### src/rtl/fuzzy_entrada_cond.sv
// Purpose : fuzzy-controller input conditioner. It turns a (setpoint, medida)
//           sample into offset-coded error and delta-error values in 1..254.
// Latency : outputs and saida_valid update on the 2nd rising edge after the accepting edge.
// Backpr. : amostra_ready is high only in IDLE. After each capture the block
//           is busy for 1 + HOLD_CYCLES cycles and ignores amostra_valid.
//
// Ports
//   clk_0             single clock, rising edge
//   Srst              synchronous active-high reset
//   setpoint, medida  unsigned 8-bit reference and measured plant value
//   amostra_valid     a sample is offered on setpoint/medida
//   amostra_ready     block accepts a sample this cycle (registered, high only in IDLE)
//   Entrada_01        clamp(128 + e, 1, 254), where e = setpoint - medida_f
//   Entrada_02        clamp(128 + ((e - e_prev) >>> DE_SHIFT), 1, 254)
//   saida_valid       one-cycle pulse when Entrada_01/02 take new values
//   contador_amostras count of accepted samples, wraps 255 -> 0
//
// Optional feature: define COND_FILTRO_EN to enable a 2-tap average on
// medida: medida_f = (medida + medida_prev) >> 1.
module fuzzy_entrada_cond #(
    parameter int unsigned HOLD_CYCLES = 8,   // 1..255
    parameter int unsigned DE_SHIFT    = 1    // 0..3
) (
    input  logic       clk_0,
    input  logic       Srst,
    input  logic [7:0] setpoint,
    input  logic [7:0] medida,
    input  logic       amostra_valid,
    output logic       amostra_ready,
    output logic [7:0] Entrada_01,
    output logic [7:0] Entrada_02,
    output logic       saida_valid,
    output logic [7:0] contador_amostras
);

    typedef enum logic [1:0] {
        IDLE = 2'd0,
        CALC = 2'd1,
        HOLD = 2'd2
    } state_t;

    localparam logic [7:0] HOLD_LOAD = 8'(HOLD_CYCLES - 1);
    localparam logic [7:0] ZERO_CODE = 8'd128;

    state_t            state;
    logic [7:0]        hold_cnt;
    logic [7:0]        sp_q;        // captured setpoint
    logic [7:0]        mf_q;        // captured (possibly filtered) medida
    logic signed [9:0] e_prev;
    logic              has_prev;    // cleared by reset; set once a sample has gone through CALC

    // Measurement path: either the raw sample or the 2-tap average.
    logic [7:0] medida_f;
`ifdef COND_FILTRO_EN
    logic [7:0] medida_prev;
    logic [8:0] medida_sum;

    assign medida_sum = {1'b0, medida} + {1'b0, medida_prev};
    // On the first sample after reset there is no history, so medida is
    // averaged with itself. That gives medida.
    assign medida_f   = has_prev ? 8'(medida_sum >> 1) : medida;

    always_ff @(posedge clk_0) begin
        if (Srst) begin
            medida_prev <= 8'd0;
        end else if (state == IDLE && amostra_valid) begin
            medida_prev <= medida;
        end
    end
`else
    assign medida_f = medida;
`endif

    // Error and delta-error arithmetic. The widths are chosen so that no
    // intermediate value can overflow: e is in -255..255 and fits in 10 bits
    // signed. d is in -510..510. It is kept in 11 bits so the subtraction
    // has headroom.
    logic signed [9:0]  err;
    logic signed [10:0] dlt;
    logic signed [10:0] dlt_sh;

    assign err    = $signed({2'b00, sp_q}) - $signed({2'b00, mf_q});
    assign dlt    = has_prev ? ($signed({err[9], err}) - $signed({e_prev[9], e_prev}))
                             : 11'sd0;
    assign dlt_sh = dlt >>> DE_SHIFT;

    // Add the 128 offset and saturate into 1..254. The codes 0 and 255 are
    // never produced.
    function automatic logic [7:0] clamp_code(input logic signed [11:0] v);
        logic signed [11:0] s;
        s = v + 12'sd128;
        if (s < 12'sd1) begin
            return 8'd1;
        end else if (s > 12'sd254) begin
            return 8'd254;
        end else begin
            return s[7:0];
        end
    endfunction

    always_ff @(posedge clk_0) begin
        if (Srst) begin
            state             <= IDLE;
            hold_cnt          <= 8'd0;
            sp_q              <= 8'd0;
            mf_q              <= 8'd0;
            e_prev            <= 10'sd0;
            has_prev          <= 1'b0;
            Entrada_01        <= ZERO_CODE;
            Entrada_02        <= ZERO_CODE;
            saida_valid       <= 1'b0;
            amostra_ready     <= 1'b1;
            contador_amostras <= 8'd0;
        end else begin
            case (state)
                IDLE: begin
                    saida_valid <= 1'b0;
                    if (amostra_valid) begin
                        sp_q              <= setpoint;
                        mf_q              <= medida_f;
                        contador_amostras <= contador_amostras + 8'd1;
                        amostra_ready     <= 1'b0;
                        state             <= CALC;
                    end
                end

                CALC: begin
                    Entrada_01  <= clamp_code({{2{err[9]}}, err});
                    Entrada_02  <= clamp_code({dlt_sh[10], dlt_sh});
                    e_prev      <= err;
                    has_prev    <= 1'b1;
                    saida_valid <= 1'b1;
                    hold_cnt    <= HOLD_LOAD;
                    state       <= HOLD;
                end

                HOLD: begin
                    // saida_valid goes high only in the first HOLD cycle.
                    saida_valid <= 1'b0;
                    if (hold_cnt == 8'd0) begin
                        amostra_ready <= 1'b1;
                        state         <= IDLE;
                    end else begin
                        hold_cnt <= hold_cnt - 8'd1;
                    end
                end

                default: begin
                    saida_valid   <= 1'b0;
                    amostra_ready <= 1'b1;
                    state         <= IDLE;
                end
            endcase
        end
    end

endmodule

### config.mk
export PLATFORM = sky130hd
export DESIGN_NAME = fuzzy_entrada_cond
export DESIGN_NICKNAME = d
export VERILOG_FILES = /design/src/rtl/fuzzy_entrada_cond.sv
export SDC_FILE = /design/constraint.sdc
export NUM_CORES = 1
export LEC_CHECK = 0
export ABC_AREA = 1
export BUFFER_PORTS_ARGS = -buffer_cell sky130_fd_sc_hd__buf_2
export CAP_MARGIN = 20
export CORE_UTILIZATION = 50
export CTS_CLUSTER_SIZE = 30
export DETAILED_ROUTE_END_ITERATION = 7
export HOLD_SLACK_MARGIN = 0.06
export PLACE_DENSITY = 0.7
export SETUP_SLACK_MARGIN = 0.02
export SYNTH_ARGS = -nofsm -noshare
export SYNTH_HDL_FRONTEND = slang
export SYNTH_SLANG_ARGS = --single-unit
export TNS_END_PERCENT = 50
### constraint.sdc
create_clock -name clk_0 -period 3.91 [get_ports clk_0]
set_clock_uncertainty 0.1 [all_clocks]
set_input_delay 0.1955 -clock clk_0 [delete_from_list [all_inputs] [get_ports clk_0]]
set_output_delay 0.1955 -clock clk_0 [all_outputs]
set_load 0.02 [all_outputs]
==> results.yml, run 1 <==
floorplan:
  io_pins: 45
  die_height_um: 85.47
  rows: 30
  core_um2: 6756
  floorplan.initialDensity_pct: 51.56
  die_area_um2: 7304
  fp.dieW_um: 85.47
place:
  place.gp.congestion: 0.8815
  postPlaceCellArea_um2: 3814
  hpwl_um: 5547
  dpl.cell_count: 619
  numPortBuffers: 44
detailed_routing:
  dr_total_vias: 3332
  viasPerCell: 5.087
  drtIter0Drc: 118
  routedWlPerCell_um: 12.18
  totalWireLength_um: 7975
  drtPass1Iterations: 4
  drc: 0
  antenna_left: 0
synth:
  ys.flop_type: "dfxtp_1"
  netlist_area_um2: 3483
  yosys_warnings: 0
  yosysSeqAreaShare_pct: 35.63
  synth-edff-count: 0
  synth_area_leaders: "dfxtp_1, nand2_1, ha_1, inv_1, nor2_1"
  syn_nets: 542
  netlist.area_leader.share_pct: 35.63
  ys_ff_latch: 62
  async_reset_ff_share_pct: 0
  yosysTopAreaCell: "dfxtp_1"
  avgSynthCellArea_um2: 6.995
  syn_inst: 498
  ys_types: 37
clocking:
  clock_latency_ps: 350
  numCtsBuffers: 9
  cts_tree: "built"
  cts_sinks: 62
  htreeDepth: 3
  clockRootBuffer: "clkbuf_8"
  clk_pin_slew_ps: 70
  clockBufferDepth: 2
power_and_ir_drop:
  p_per_area_nw_per_um2: 568.2
  p_int_uw: 1547
  p_leak_uw: 0.002064
  pwr-share-seq_pct: 28.9
  swShare_pct: 37.66
  p_clk_share_pct: 27.5
  irDropWorstVdd_v: 0.0002451
  power_uw: 2481
  power.switching_uw: 934.5
  combPwrFrac_pct: 43.6
setup_path:
  path_buf_inv: 5
  cp-end-kind: "register"
  startpoint_type: "register"
  crit_path_max_incr_delay_ps: 390
  path_class: "reg2reg"
  cp_slowest_cell: "fa_2"
  worstPathRequired_ps: 4050
  r2r_slack_ps: 50
  crit_arrival_ps: 4000
  crit_fanout: 3
  crit_family: "simple AND/OR/NAND/NOR gates"
layout:
  stdcell_count: 655
  most-common-layout-cells: "nand2_1, inv_1, dfxtp_1"
  fin_util_pct: 64.63
  final_area_um2: 4367
  fin_nets: 614
  layout-drive-gt1-share_pct: 20.87
  antenna_cells: 0
  layout_commonest_cell: "nand2_1"
  area_growth_pct: 25.36
timing:
  drv_slew: 0
  fin_crit_sh_pct: 98.67
  hold_viol: 0
  setup_viol: 0
  rsz0062_at_grt: "true"
  worst_pin_slew_ps: 864.2
  layout_min_cycle_time_ps: 3858
  finalHoldWorstSlack_ps: 105.1
  fmax_mhz: 259.2
  slew_headroom_pct: 42.25
flow_run:
  cap_violations: 0
grt:
  gr-usage-all-layers_pct: 23.23
  grt_antenna_before_repair: 0
  grt_max_degree: 32
  first_global_vias: 3162
  grt_pass1_wl_um: 13420
  grt-ovfl-total: 0
worst_hold_path:
  hold_class: "in2reg"
status:
  status: "complete, no violations"
synthesized netlist by cell type (all sizes together) (6+ instances only):
library cell  instances
nand3                29
o22ai                 8
o21ai                30
nand4                10
dfxtp                62
inv                  74
ha                   23
nand2               125
nor3                  6
nor2                 60
clkbuf                8
a21oi                35
metal layers:
layer,up-vias,part of all wire [%],wire length (um),global-route usage [%]
li1,1752,-,-,-
met1,1491,45,3620,26.16
met2,67,48,3822,40.87
met3,22,3.6,286,4.864
met4,0,3.1,245,12.73
met5,-,0,0,0
worst register-to-register path: stages (launching register included):
cell	delay, ps
dfxtp_1	300
inv_1	70
ha_2	170
inv_2	40
fa_2	390
nand4_1	100
nand3_2	130
xor2_2	210
inv_2	70
ha_4	220
nand2_1	110
nor2_2	60
nor2_2	140
a21oi_2	90
o31ai_1	230
nand2_1	90
nor2_2	160
ha_2	180
nand2_1	50
nor2_1	90
nand3_1	100
nor2_2	160
nand3_1	90
nand2_1	80
nand3_2	100
buf_4	160
inv_1	40
a21oi_1	50
layout make-up:
cell class                      instances  area, um2
Clock buffer                           10      127.6
Clock inverter                          6      108.9
Fill cell                             605       2390
Inverter                               75      281.5
Multi-Input combinational cell        351       2044
Sequential cell                        62       1241
Tap cell                               80      100.1
Timing Repair Buffer                   71      462.9
flip-flops by register name, summed over array words and instances (netlist names):
name and cells:
e_prev 9, hold_cnt 8, has_prev 1, Entrada_01 8
saida_valid 1, Entrada_02 8, sp_q 8, mf_q 8
amostra_ready 1, state 2, contador_amostras 8
kinds of logic (layout without fill, tap and decap cells):
kind of cell,Yosys count,in the layout,share of synthesized area (%)
AO/OA/AOI/OAI,83,83,13.18
XOR/XNOR,7,7,2.191
adder cells (fa/ha/maj),25,25,9.411
buffers and inverters,85,162,9.303
flip-flops,62,62,35.63
AND/OR/NAND/NOR,236,236,30.28
per-stage QoR:
stage / TNS, ps / setup WS [ps]
2_1_floorplan: 0 / 224.0
3_3_place_gp: 0 / 115.0
3_5_place_dp: -54.00 / -15.96
4_1_cts: 0 / 26.29
5_1_grt: -1789 / -255.6
6_report: 0 / 52.14
what timing repair did:
action	CTS	global route
gates resized for setup	3	25
pin swaps	1	24
setup endpoints to repair	6	8
buffers inserted	0	4
hold buffers	16	0
cloned	0	0
endpoints found under the hold margin	16	0
power groups by stage:
stage | Combinational, uW | Sequential (uW) | Clock, uW
6_report | 1080 | 718 | 682
2_1_floorplan | 675 | 754 | 0
4_1_cts | 941 | 717 | 694
3_5_place_dp | 917 | 731 | 0
3_3_place_gp | 899 | 730 | 0
5_1_grt | 1210 | 724 | 717
worst paths after layout:
path / from / end / depth (start not counted)
worst max-delay path: sp_q[0] / Entrada_02[0] / 27
worst min-delay path: setpoint[4] / sp_q[4] / 3
worst max register to register: sp_q[0] / Entrada_02[0] / 27
worst min register to register: Entrada_02[3] / Entrada_02[3] / 2
(Power assumes the default switching activity.)
==> inputs of run 2 (changes only) <==
- ABC_AREA: 1 -> default
==> run 2 against run 1 <==
  * The flow now finishes with violations (negative setup slack)
  * First-iteration DRC count up 1.7%
  * Sequential share of layout area is 2.1 points lower
  * Sequential power about the same
  * Setup slack got worse by 160 ps
  * Global-route usage increased by 2.1 points
  * Sequential cell count unchanged
  * Via count up 1.1%
  * Critical path depth decreased by 8
  * Design area rose by 8.5%
  * Synthesized cell count down 14%
  * Routed wire length is 8.6% higher
  * Highest routed layer unchanged
==> results.yml, run 2 <==
power_and_ir_drop:
  irDropWorstVdd_v: 0.0003272
  power_uw: 2497
  p_leak_uw: 0.001939
  p_per_area_nw_per_um2: 527.2
grt:
  grt_antenna_before_repair: 0
  gr-usage-all-layers_pct: 25.35
  grt_pass1_wl_um: 14720
  grt-ovfl-total: 0
  grt_max_degree: 51
  first_global_vias: 3264
place:
  numPortBuffers: 44
  hpwl_um: 5678
  place.gp.congestion: 0.9168
  postPlaceCellArea_um2: 4016
layout:
  largest_register: "e_prev"
  most-common-layout-cells: "nand2_1, dfxtp_1, buf_4"
  final_area_um2: 4737
  largest_register_ffs: 9
  area_growth_pct: 36.63
  fill_cells: 501
  layout_commonest_cell: "nand2_1"
  fin_nets: 576
  layout-drive-gt1-share_pct: 29.42
  antenna_cells: 0
synth:
  ys_ff_latch: 62
  netlist.area_leader.share_pct: 35.80
  yosysSeqAreaShare_pct: 35.80
  netlist_area_um2: 3467
  syn_nets: 474
  synth_area_leaders: "dfxtp_1, ha_1, nand2_1, a21oi_1, nor2_1"
  async_reset_ff_share_pct: 0
  synth_common_cells: "nand2_1, dfxtp_1, a21oi_1"
  ys_types: 59
  avgSynthCellArea_um2: 8.063
  synth-edff-count: 0
  ys.flop_type: "dfxtp_1"
  yosys_warnings: 0
  yosysTopAreaCell: "dfxtp_1"
  yosysMostFrequentCell: "nand2_1"
  syn_inst: 430
clocking:
  clock_latency_ps: 340
  clockBufferDepth: 2
  cts_sinks: 62
  numCtsBuffers: 9
  htreeDepth: 3
  clockRootBuffer: "clkbuf_8"
  cts_tree: "built"
  clk_pin_slew_ps: 70
timing:
  fmax_mhz: 248.8
  hold_viol: 0
  worst_pin_slew_ps: 904.3
  rsz0062_at_grt: "true"
  drv_slew: 0
  setup_viol: 7
  fin_crit_sh_pct: 102.8
  slew_headroom_pct: 39.49
  layout_min_cycle_time_ps: 4020
  setup_ws_ps: -109.6
setup_path:
  rr_startpoint: "sp_q[0]"
  path_class: "reg2reg"
  crit_start: "sp_q[0]"
  cp-end-kind: "register"
  startpoint_type: "register"
  crit_fanout: 4
  worstPathRequired_ps: 4040
  crit_arrival_ps: 4150
floorplan:
  core_um2: 6531
  floorplan.initialDensity_pct: 53.08
  fp.dieW_um: 85.27
  die_height_um: 85.27
  io_pins: 45
  rows: 29
  die_area_um2: 7271
detailed_routing:
  routedWlPerCell_um: 14.10
  drtIter0Drc: 120
  dr_total_vias: 3369
  viasPerCell: 5.487
  drtPass1Iterations: 4
  antenna_left: 0
  drc: 0
  totalWireLength_um: 8657
status:
  violations: "negative setup slack"
  status: "finished, violations left"
worst_hold_path:
  hold_class: "in2reg"
  min_from: "amostra_valid"
flow_run:
  cap_violations: 0
-- run 2: cell types whose count changed in the layout (fill, tap and decap cells not counted), sizes merged, moves of 6 or more --
cell,delta
a21oi,+7
nand3,-18
xor2,+6
nand2,-53
o22ai,-7
buf,+37
nand2b,+8
inv,-48
o21ai,-12
nor2,-27
a211oi,+8
-- run 2: cell type report --
class / count / area (um2) / area share [%]
clock buffers: 11 / 151.4 / 3.196
clock inverters: 5 / 81.33 / 1.717
inverters: 27 / 101.3 / 2.139
multi-input cells: 324 / 2310 / 48.76
flip-flops and latches: 62 / 1249 / 26.36
well taps: 77 / 96.34 / 2.034
repair buffers: 108 / 748.2 / 15.80
-- run 2: logic make-up (layout without fill, tap and decap cells) --
family | after synthesis | after routing | synth area share (%)
flip-flops | 62 | 62 | 35.80
multiplexers | 3 | 3 | 0.9022
AND/OR/NAND/NOR | 169 | 169 | 23.57
AO/OA/AOI/OAI | 109 | 109 | 20.53
adder cells (fa/ha/maj) | 25 | 25 | 9.455
buffers and inverters | 44 | 151 | 4.980
XOR/XNOR | 18 | 18 | 4.764
-- run 2: stage by stage --
| stage | util, % | TNS, ps | setup slack (ps) | instances | hold WS (ps) |
|---|---|---|---|---|---|
| floorplan | - | 0 | 33.72 | 430 | 202.4 |
| global placement | 61.49 | -397.9 | -89.23 | 568 | 334.0 |
| detailed placement | 61.49 | -1224 | -201.9 | 568 | 339.3 |
| CTS | 71.49 | -352.9 | -70.37 | 612 | 143.1 |
| global route | 72.53 | -2416 | -334.5 | 614 | 190.5 |
| finish | 72.53 | -579.4 | -109.6 | 614 | 151.7 |
-- run 2: worst paths after layout --
| check | slack (ps) | cells past startpoint | to |
|---|---|---|---|
| setup / recovery | -110 | 19 | Entrada_02[1] |
| setup reg to reg | -110 | 19 | Entrada_02[1] |
| hold reg to reg | 360 | 2 | Entrada_01[1] |
| hold / removal | 150 | 4 | amostra_ready |
-- run 2: layer usage --
layer / routed length, um / global-route usage, % / up-vias / part of all wire, %
met5: 0 / 0 / - / 0
met4: 142 / 9.242 / 0 / 1.6
met3: 249 / 4.767 / 12 / 2.9
met2: 4135 / 42.60 / 63 / 48
met1: 4129 / 32.51 / 1576 / 48
li1: - / - / 1718 / -
-- run 2: repair_timing --
action,in CTS,in global routing
endpoints found under the setup margin,8,15
pin swaps,25,3
hold buffers,16,0
endpoints found under the hold margin,16,0
resized for setup,34,11
cloned,0,0
buffers inserted,12,2
-- run 2: power by group --
part	leakage [uW]	switching, uW	internal (uW)
Combinational	0.00131	588	542
Sequential	0.000509	33.4	682
Clock	0.000116	259	393
-- run 2: worst max-delay path: stages, from the launching register on --
cell	delay (ps)
dfxtp_2	320
inv_2	60
ha_4	130
inv_2	30
fa_2	370
a211o_1	300
a2111o_1	370
o211a_1	170
ha_4	190
nor3_4	150
o21ai_1	100
a31oi_1	220
xnor2_1	160
nand2_1	130
inv_1	120
ha_2	190
nand4_4	160
xnor2_4	220
nor3_4	70
a311o_1	340
==> inputs of run 3 (changes only) <==
- CELL_PAD_IN_SITES_DETAIL_PLACEMENT: default -> 1
- CELL_PAD_IN_SITES_GLOBAL_PLACEMENT: default -> 2
- CORE_UTILIZATION: 50 -> 31
- PLACE_DENSITY: 0.7 -> 0.73
==> run 3 against run 2 <==
  * The flow still finishes with violations (negative setup slack)
  * Critical path depth up 1
  * Register-to-register slack worse by 60 ps
  * Count of clock-buffer cells in the layout stayed put
  * Sequential share of layout area down 0.35 points
  * Global-route usage down 6.5 points
  * Non-clock buffer count grew 3
==> results.yml, run 3 (synthesized netlist as in run 2, its figures left out) <==
layout:
  area_growth_pct: 37.93
  fin_nets: 579
  most-common-layout-cells: "nand2_1, dfxtp_1, buf_4"
  fill_cells: 1298
  largest_register_ffs: 9
  multiInputGateArea_um2: 2216
  layout_commonest_cell: "nand2_1"
  seq_area_um2: 1244
  antenna_cells: 0
  stdcell_count: 680
  layout-drive-gt1-share_pct: 26.85
  final_area_um2: 4782
  fin_util_pct: 43.92
  largest_register: "e_prev"
grt:
  first_global_vias: 3546
  grt-ovfl-total: 0
  gr-usage-all-layers_pct: 18.89
  grt_antenna_before_repair: 0
  grt_pass1_wl_um: 17050
  grt_max_degree: 48
floorplan:
  rows: 38
  io_pins: 45
  floorplan.initialDensity_pct: 31.84
  die_area_um2: 11610
  core_um2: 10890
  die_height_um: 107.8
  fp.dieW_um: 107.8
timing:
  drv_slew: 0
  layout_min_cycle_time_ps: 4075
  finalHoldWorstSlack_ps: 143.2
  setup_viol: 7
  fmax_mhz: 245.4
  rsz0062_at_grt: "true"
  worst_pin_slew_ps: 885.7
  fin_crit_sh_pct: 104.2
  setup_ws_ps: -165.3
  slew_headroom_pct: 40.74
  hold_viol: 0
place:
  numPortBuffers: 44
  dpl.cell_count: 639
  place.gp.congestion: 0.8241
  hpwl_um: 7169
  postPlaceCellArea_um2: 4155
clocking:
  clock_latency_ps: 350
  htreeDepth: 3
  clk_pin_slew_ps: 80
  numCtsBuffers: 9
  clockBufferDepth: 2
  cts_tree: "built"
  cts_sinks: 62
  clockRootBuffer: "clkbuf_8"
setup_path:
  cp-end-kind: "register"
  crit_family: "compound AO/OA/AOI/OAI gates"
  crit_fanout: 4
  path_buf_inv: 4
  crit_arrival_ps: 4210
  worstPathRequired_ps: 4050
  path_class: "reg2reg"
  cp_slowest_cell: "a2111o_1"
  crit_path_max_incr_delay_ps: 380
  path_cells: "inv_2 -> ha_4 -> inv_2 -> fa_2 -> a211o_1 -> a2111o_1 -> o211a_1 -> ha_4 -> buf_4 -> a21oi_1 -> a22o_1 -> a31oi_2 -> a21oi_1 -> o21ai_1 -> inv_1 -> ha_2 -> nand4_4 -> xnor2_4 -> nor3_4 -> a311o_1"
  startpoint_type: "register"
power_and_ir_drop:
  power_uw: 2673
  combPwrFrac_pct: 43.4
  p_per_area_nw_per_um2: 559.0
  swShare_pct: 33.72
  p_leak_uw: 0.001956
  irDropWorstVdd_v: 0.0001860
  pwr-share-seq_pct: 26.7
  p_int_uw: 1772
  power.switching_uw: 901.4
  p_clk_share_pct: 29.8
detailed_routing:
  drtPass1Iterations: 4
  routedWlPerCell_um: 14.88
  totalWireLength_um: 10120
  viasPerCell: 4.990
  antenna_left: 0
  drtIter0Drc: 91
  drc: 0
  dr_total_vias: 3393
worst_hold_path:
  hold_class: "in2reg"
status:
  status: "finished, violations left"
  violations: "negative setup slack"
flow_run:
  cap_violations: 0
## run 3: what timing repair did
action	4_1_cts	5_1_grt
pin swaps	9	3
hold endpoints to repair	17	0
endpoints found under the setup margin	8	15
buffers inserted	4	4
hold buffers	17	0
resized for setup	19	8
## run 3: metal layers
| metal | GRT usage [%] | vias up | part of all wire, % |
|---|---|---|---|
| li1 | - | 1719 | - |
| met1 | 22.79 | 1615 | 46 |
| met2 | 33.38 | 51 | 50 |
| met3 | 3.087 | 8 | 2.8 |
| met4 | 7.045 | 0 | 1.2 |
| met5 | 0 | - | 0 |
## run 3: final timing paths
check | start | endpoint | slack, ps | cells after the start
worst max-delay path | sp_q[0] | Entrada_02[1] | -170 | 20
worst min-delay path | amostra_valid | amostra_ready | 140 | 4
worst max register to register | sp_q[0] | Entrada_02[1] | -170 | 20
worst min register to register | Entrada_01[3] | Entrada_01[3] | 350 | 2
## run 3: final cells by class
cell class	instances	area share, %
inverter	27	2.119
timing repair buffer	111	16.01
multi-input combinational	324	46.34
clock inverter	5	2.695
tap	140	3.663
sequential	62	26.01
clock buffer	11	3.166
## run 3: stage by stage
stage | TNS [ps] | setup WS (ps)
after floorplan | 0 | 33.72
after global placement | -422.5 | -73.87
after detailed placement | -1432 | -250.0
after CTS | -396.0 | -98.38
after global routing | -3994 | -379.9
final | -817.9 | -165.3
## run 3: worst min-delay path, delay by kind of cell
family | cells | cell delay (ps)
compound gates | 2 | 160
buf+inv | 1 | 100
simple gates | 1 | 100
## run 3: power by group through the flow
stage | logic (uW) | registers [uW] | clock network [uW]
final | 1160 | 714 | 797
after global routing | 1290 | 722 | 853
after CTS | 1110 | 715 | 820
after detailed placement | 1020 | 729 | 0
after global placement | 994 | 726 | 0
after floorplan | 609 | 746 | 0
